[config.mk]
export PLATFORM = sky130hd
export DESIGN_NAME = ripple_count_sampler_flat
export DESIGN_NICKNAME = d
export VERILOG_FILES = /design/src/rtl/ripple_count_sampler_if.sv /design/src/rtl/ripple_count_sampler.sv /design/src/flat_wrapper.sv
export SDC_FILE = /design/constraint.sdc
export NUM_CORES = 1
export LEC_CHECK = 0
export ABC_AREA = 0
export BUFFER_PORTS_ARGS = -buffer_cell sky130_fd_sc_hd__buf_2
export CAP_MARGIN = 20
export CORE_UTILIZATION = 54
export CTS_CLUSTER_SIZE = 16
export DETAILED_ROUTE_END_ITERATION = 10
export PLACE_DENSITY = 0.79
export SLEW_MARGIN = 40
export SYNTH_ARGS = -nofsm -noshare
export SYNTH_HDL_FRONTEND = slang
export SYNTH_SLANG_ARGS = --single-unit
[constraint.sdc]
create_clock -name clk -period 2.26 [get_ports clk]
set_input_delay 0.226 -clock clk [delete_from_list [all_inputs] [get_ports clk]]
set_output_delay 0.226 -clock clk [all_outputs]
set_load 0.02 [all_outputs]
[src/rtl/ripple_count_sampler_if.sv]
// Output handshake bundle of ripple_count_sampler: accepted count plus its wrap qualifier.
// The master drives the value and the slave returns out_ready.
interface ripple_count_sampler_if #(
    parameter int WIDTH = 4
);
    logic             out_valid;
    logic             out_ready;
    logic [WIDTH-1:0] out_data;
    logic             out_wrap;

    modport master (
        output out_valid,
        output out_data,
        output out_wrap,
        input  out_ready
    );

    modport slave (
        input  out_valid,
        input  out_data,
        input  out_wrap,
        output out_ready
    );
endinterface

[src/rtl/ripple_count_sampler.sv]
// Brings an asynchronous ripple-counter value into the clk domain. A value is accepted only
// after STABLE equal synchronized samples, then offered on a valid/ready slot.
module ripple_count_sampler #(
    parameter int               WIDTH    = 4,
    parameter int               STABLE   = 2,
    parameter logic [WIDTH-1:0] TERMINAL = {WIDTH{1'b1}}
) (
    input  logic                    clk,
    input  logic                    reset,
    input  logic [WIDTH-1:0]        cnt_in,
    input  logic                    clear_overrun,
    output logic                    tc_hit,
    output logic                    overrun,
    ripple_count_sampler_if.master  out_if
);

    typedef enum logic {
        ST_LOCKED = 1'b0,
        ST_SETTLE = 1'b1
    } state_t;

    localparam logic [3:0] RUN_LAST = 4'(STABLE - 1);

    logic [WIDTH-1:0] s_sync;

    // Bits are synchronized independently; coherence comes from the stability filter.
    genvar gi;
    generate
        for (gi = 0; gi < WIDTH; gi++) begin : g_sync
            logic meta_q;
            logic samp_q;
            always_ff @(posedge clk or negedge reset) begin
                if (!reset) begin
                    meta_q <= 1'b0;
                    samp_q <= 1'b0;
                end else begin
                    meta_q <= cnt_in[gi];
                    samp_q <= meta_q;
                end
            end
            assign s_sync[gi] = samp_q;
        end
    endgenerate

    state_t           state_q, state_d;
    logic [WIDTH-1:0] cand_q, cand_d;
    logic [3:0]       run_q, run_d;
    logic [WIDTH-1:0] acc_q, acc_d;
    logic [WIDTH-1:0] data_q, data_d;
    logic             valid_q, valid_d;
    logic             wrap_q, wrap_d;
    logic             overrun_q, overrun_d;
    logic             tc_q;
    logic             accept;
    logic             slot_free;

    always_ff @(posedge clk or negedge reset) begin
        if (!reset) begin
            state_q   <= ST_LOCKED;
            cand_q    <= '0;
            run_q     <= '0;
            acc_q     <= '0;
            data_q    <= '0;
            valid_q   <= 1'b0;
            wrap_q    <= 1'b0;
            overrun_q <= 1'b0;
            tc_q      <= 1'b0;
        end else begin
            state_q   <= state_d;
            cand_q    <= cand_d;
            run_q     <= run_d;
            acc_q     <= acc_d;
            data_q    <= data_d;
            valid_q   <= valid_d;
            wrap_q    <= wrap_d;
            overrun_q <= overrun_d;
            tc_q      <= (acc_q == TERMINAL);
        end
    end

    always_comb begin
        state_d = state_q;
        cand_d  = cand_q;
        run_d   = run_q;
        accept  = 1'b0;

        case (state_q)
            ST_LOCKED: begin
                if (s_sync != cand_q) begin
                    cand_d  = s_sync;
                    run_d   = '0;
                    state_d = ST_SETTLE;
                end
            end
            ST_SETTLE: begin
                if (s_sync != cand_q) begin
                    cand_d = s_sync;
                    run_d  = '0;
                end else if (run_q == RUN_LAST) begin
                    state_d = ST_LOCKED;
                    // Settling back onto the already accepted value is not news.
                    accept  = (cand_q != acc_q);
                end else begin
                    run_d = run_q + 4'd1;
                end
            end
            default: state_d = ST_LOCKED;
        endcase
    end

    assign slot_free = !valid_q || out_if.out_ready;

    always_comb begin
        acc_d     = acc_q;
        data_d    = data_q;
        valid_d   = valid_q;
        wrap_d    = wrap_q;
        overrun_d = overrun_q;

        if (accept) begin
            acc_d = cand_q;
            if (slot_free) begin
                data_d  = cand_q;
                wrap_d  = (cand_q < acc_q);
                valid_d = 1'b1;
            end
        end else if (valid_q && out_if.out_ready) begin
            valid_d = 1'b0;
        end

        // A drop on the same edge as a clear keeps the flag set.
        if (accept && !slot_free) begin
            overrun_d = 1'b1;
        end else if (clear_overrun) begin
            overrun_d = 1'b0;
        end
    end

    assign out_if.out_valid = valid_q;
    assign out_if.out_data  = data_q;
    assign out_if.out_wrap  = wrap_q;
    assign tc_hit           = tc_q;
    assign overrun          = overrun_q;

endmodule

[src/flat_wrapper.sv]
// flat-port wrapper written by rule: the top's interface ports become plain ports
module ripple_count_sampler_flat 
#(
    parameter int               WIDTH    = 4,
    parameter int               STABLE   = 2,
    parameter logic [WIDTH-1:0] TERMINAL = {WIDTH{1'b1}}
)
  (clk, reset, cnt_in, clear_overrun, tc_hit, overrun, out_if_out_valid, out_if_out_data, out_if_out_wrap, out_if_out_ready);
  ripple_count_sampler_if #(.WIDTH(WIDTH)) out_if_i ();
  input  logic clk;
  input  logic reset;
  input  logic [WIDTH-1:0] cnt_in;
  input  logic clear_overrun;
  output logic tc_hit;
  output logic overrun;
  output wire logic [$bits(out_if_i.out_valid)-1:0] out_if_out_valid;
  output wire logic [$bits(out_if_i.out_data)-1:0] out_if_out_data;
  output wire logic [$bits(out_if_i.out_wrap)-1:0] out_if_out_wrap;
  input wire logic [$bits(out_if_i.out_ready)-1:0] out_if_out_ready;
  assign out_if_out_valid = out_if_i.out_valid;
  assign out_if_out_data = out_if_i.out_data;
  assign out_if_out_wrap = out_if_i.out_wrap;
  assign out_if_i.out_ready = out_if_out_ready;
  ripple_count_sampler #(.WIDTH(WIDTH), .STABLE(STABLE), .TERMINAL(TERMINAL)) u_core (.clk(clk), .reset(reset), .cnt_in(cnt_in), .clear_overrun(clear_overrun), .tc_hit(tc_hit), .overrun(overrun), .out_if(out_if_i));
endmodule
==> flow_metrics.py <==
metrics = {
    "die": {
        "io_pins": 16,
        "die_h_um": 48.4,
        "core.rowCount": 16,
        "die_w_um": 48.4,
        "dieArea_um2": 2340,
        "start_util": 0.586,
        "core-area_um2": 1980,
    },
    "clock_network": {
        "cts_inserted_buffers": 5,
        "clock_sinks": 29,
        "clockBufferDepth": 2,
        "clk_latency_ns": 0.33,
        "h-tree-depth": 2,
        "cts_tree": "done",
        "post_cts_buffers": 0,
        "cts-root-buf": "clkbuf_4",
        "clk_pin_slew_ns": 0.09,
    },
    "global_routing": {
        "overflow": 0,
        "grt_pass1_wl_um": 3380,
        "grt_pass1_vias": 761,
        "grt_usage": 0.208,
        "antenna_found_initial": 0,
        "grt_max_degree": 30,
    },
    "setup_path": {
        "crit_start": "u_core.cand_q[3]",
        "cp.required_ns": 2.47,
        "r2r_cells": 5,
        "worstSetupPathType": "reg -> reg",
        "rr_startpoint": "u_core.cand_q[3]",
        "r2r_slack_ns": 0.28,
        "crit_fanout": 5,
        "rr_endpoint": "u_core.out_if.out_data[0]",
        "worstSetupStartpointType": "flip-flop",
        "end_kind": "flip-flop",
        "arrival_ns": 2.19,
    },
    "synthesis": {
        "syn_area_per_cell_um2": 13.2,
        "ys_types": 23,
        "synth_compound_area_frac": 0.0313,
        "synth_mux_area_frac": 0.0862,
        "synth_nets": 102,
        "syn_area_um2": 1160,
        "synthCells": 88,
        "synth-seq-area-share": 0.625,
        "synth_xor_xnor_area_share": 0.0528,
        "yosys-top-cells-area": "dfrtp_1 (63%), mux2_2 (7.8%), ha_1 (6.5%)",
        "synth_top_area_cell": "dfrtp_1",
        "synth_top_family_by_area": "simple AND/OR/NAND/NOR gates",
        "ys_seq_elements": 29,
        "yosysWarnings": 0,
        "yosys.area.top_type_share": 0.625,
        "synth-simple-area-share": 0.101,
        "synthAdderAreaFrac": 0.0647,
    },
    "min_path": {
        "whs_path_depth": 2,
        "whs_endpoint": "u_core.overrun",
        "hp-class": "in -> reg",
        "hold_start": "clear_overrun",
    },
    "final_layout": {
        "final_common_cell": "dfrtp_1",
        "layout_common_cells": "dfrtp_1 (29), buf_2 (15), inv_1 (8), mux2_2 (8)",
        "fin_nets": 125,
        "num_antenna_cells": 0,
        "drive_gt1_frac": 0.313,
        "fillerInstances": 144,
        "area_growth_pct": 18.4,
        "finalNonFillerCells": 139,
    },
    "sta": {
        "final-max-slew-violation-count": 0,
        "finalWorstSetupSlack_ns": 0.275,
        "max_slew_margin": 0.580,
        "hold_viol": 0,
        "worst_pin_slew_ns": 0.629,
        "clock_skew_ns": 0.0115,
        "min_period_over_period": 0.878,
        "rsz0062_at_grt": "false",
        "fin_crit_ns": 1.98,
        "tns_ns": 0,
        "finalSetupViolCount": 0,
        "fmax_ghz": 0.504,
    },
    "placed_design": {
        "placed_cells": 126,
        "pre_cts_slack_ns": 0.279,
        "portBuffers": 15,
        "gp_congestion": 0.832,
        "dpl.hpwl_um": 1320,
    },
    "drt": {
        "final_antenna_net_count": 0,
        "firstDrtPassIters": 4,
        "drtIter0Drc": 3,
        "wire_per_inst_um": 13.6,
        "drc_errors": 0,
        "via_per_inst": 5.04,
        "wirelength_um": 1900,
        "vias": 701,
    },
    "outcome": {
        "run_status": "completed",
    },
    "power_and_ir_drop": {
        "ir_worst_vdd_v": 0.000449,
        "leakagePower_nw": 0.654,
        "p_per_area_nw_per_um2": 766,
        "power_mw": 1.05,
    },
    "flow_run": {
        "cap_violations": 0,
    },
}
how the worst max path moves through the flow:
stage | depth (start not counted) | slack, ns | to
floorplan | 5 | 0.50 | u_core.out_if.out_data[0]
global placement | 5 | 0.36 | u_core.out_if.out_data[2]
detailed placement | 5 | 0.28 | u_core.out_if.out_data[3]
CTS | 5 | 0.28 | u_core.out_if.out_data[0]
global route | 6 | 0.15 | u_core.out_if.out_data[0]
finish | 5 | 0.28 | u_core.out_if.out_data[0]
logic make-up (layout without fill, tap and decap cells):
logic type               after synthesis  count (layout)
AND/OR/NAND/NOR                       19              19
XOR/XNOR                               7               7
buffers and inverters                 12              36
adder cells (fa/ha/maj)                6               6
flip-flops                            29              29
AO/OA/AOI/OAI                          6               6
multiplexers                           9               9
synthesized netlist by cell type:
library cell and number:
o32ai_1 1, nand4_1 3, nand3_1 1, and2_1 1, mux2i_1 1, a21oi_1 2, clkbuf_1 4, nand2_1 2
mux2_2 8, nor3b_4 1, or2_2 1, or3b_2 1, dfrtp_1 29, a211oi_1 1, inv_1 8, nand4_2 1
xor2_1 2, nor2_1 6, ha_1 6, nor3_1 1, xnor2_1 5, nand2b_1 1, o21ai_0 2
per-stage QoR:
| stage | utilization | cell area, µm² | hold slack (ns) |
|---|---|---|---|
| finish | 0.694 | 1380 | 0.0663 |
| global route | 0.694 | 1380 | 0.0505 |
| CTS | 0.694 | 1380 | 0.0549 |
| detailed placement | 0.633 | 1250 | 0.279 |
| global placement | 0.633 | 1250 | 0.269 |
| floorplan | - | 1160 | -0.0696 |
worst max-delay path: stages, from the launching register on:
cell and delay (ns):
dfrtp_1 0.43, ha_1 0.33, nand4_1 0.11, nand4_1 0.21
nor3b_4 0.41, mux2_2 0.38
area by class of cell:
class	count	area [µm²]	area share
Timing Repair Buffer	20	125	0.0910
Sequential cell	29	726	0.528
Clock buffer	7	65.1	0.0473
Clock inverter	1	5.00	0.00364
Multi-Input combinational cell	47	390	0.284
Inverter	8	30.0	0.0218
Tap cell	27	33.8	0.0246
metal layers:
layer	up-vias	share of wire	global-route usage
met1	338	0.40	0.224
met4	0	0.027	0.103
met2	19	0.52	0.343
met3	6	0.050	0.0975
met5	-	0	0
li1	338	-	-
state kept, by name, indices dropped and copies added, names as in the netlist:
name and cells:
u_core.acc_q 4, u_core.cand_q 4, u_core.g_sync.meta_q 4, u_core.g_sync.samp_q 4
u_core.out_if.out_data 4, u_core.run_q 4, u_core.out_if.out_valid 1, u_core.out_if.out_wrap 1
u_core.overrun 1, u_core.state_q 1, u_core.tc_hit 1
what timing repair did:
action	CTS	global route
hold buffers	5	0
hold endpoints to repair	33	0
resized for setup	0	0
power breakdown:
| part | internal [mW] | switching (mW) |
|---|---|---|
| Sequential | 0.553 | 0.0209 |
| Clock | 0.180 | 0.173 |
| Combinational | 0.0571 | 0.0700 |
No activity file was read; power rests on OpenSTA's default activity.
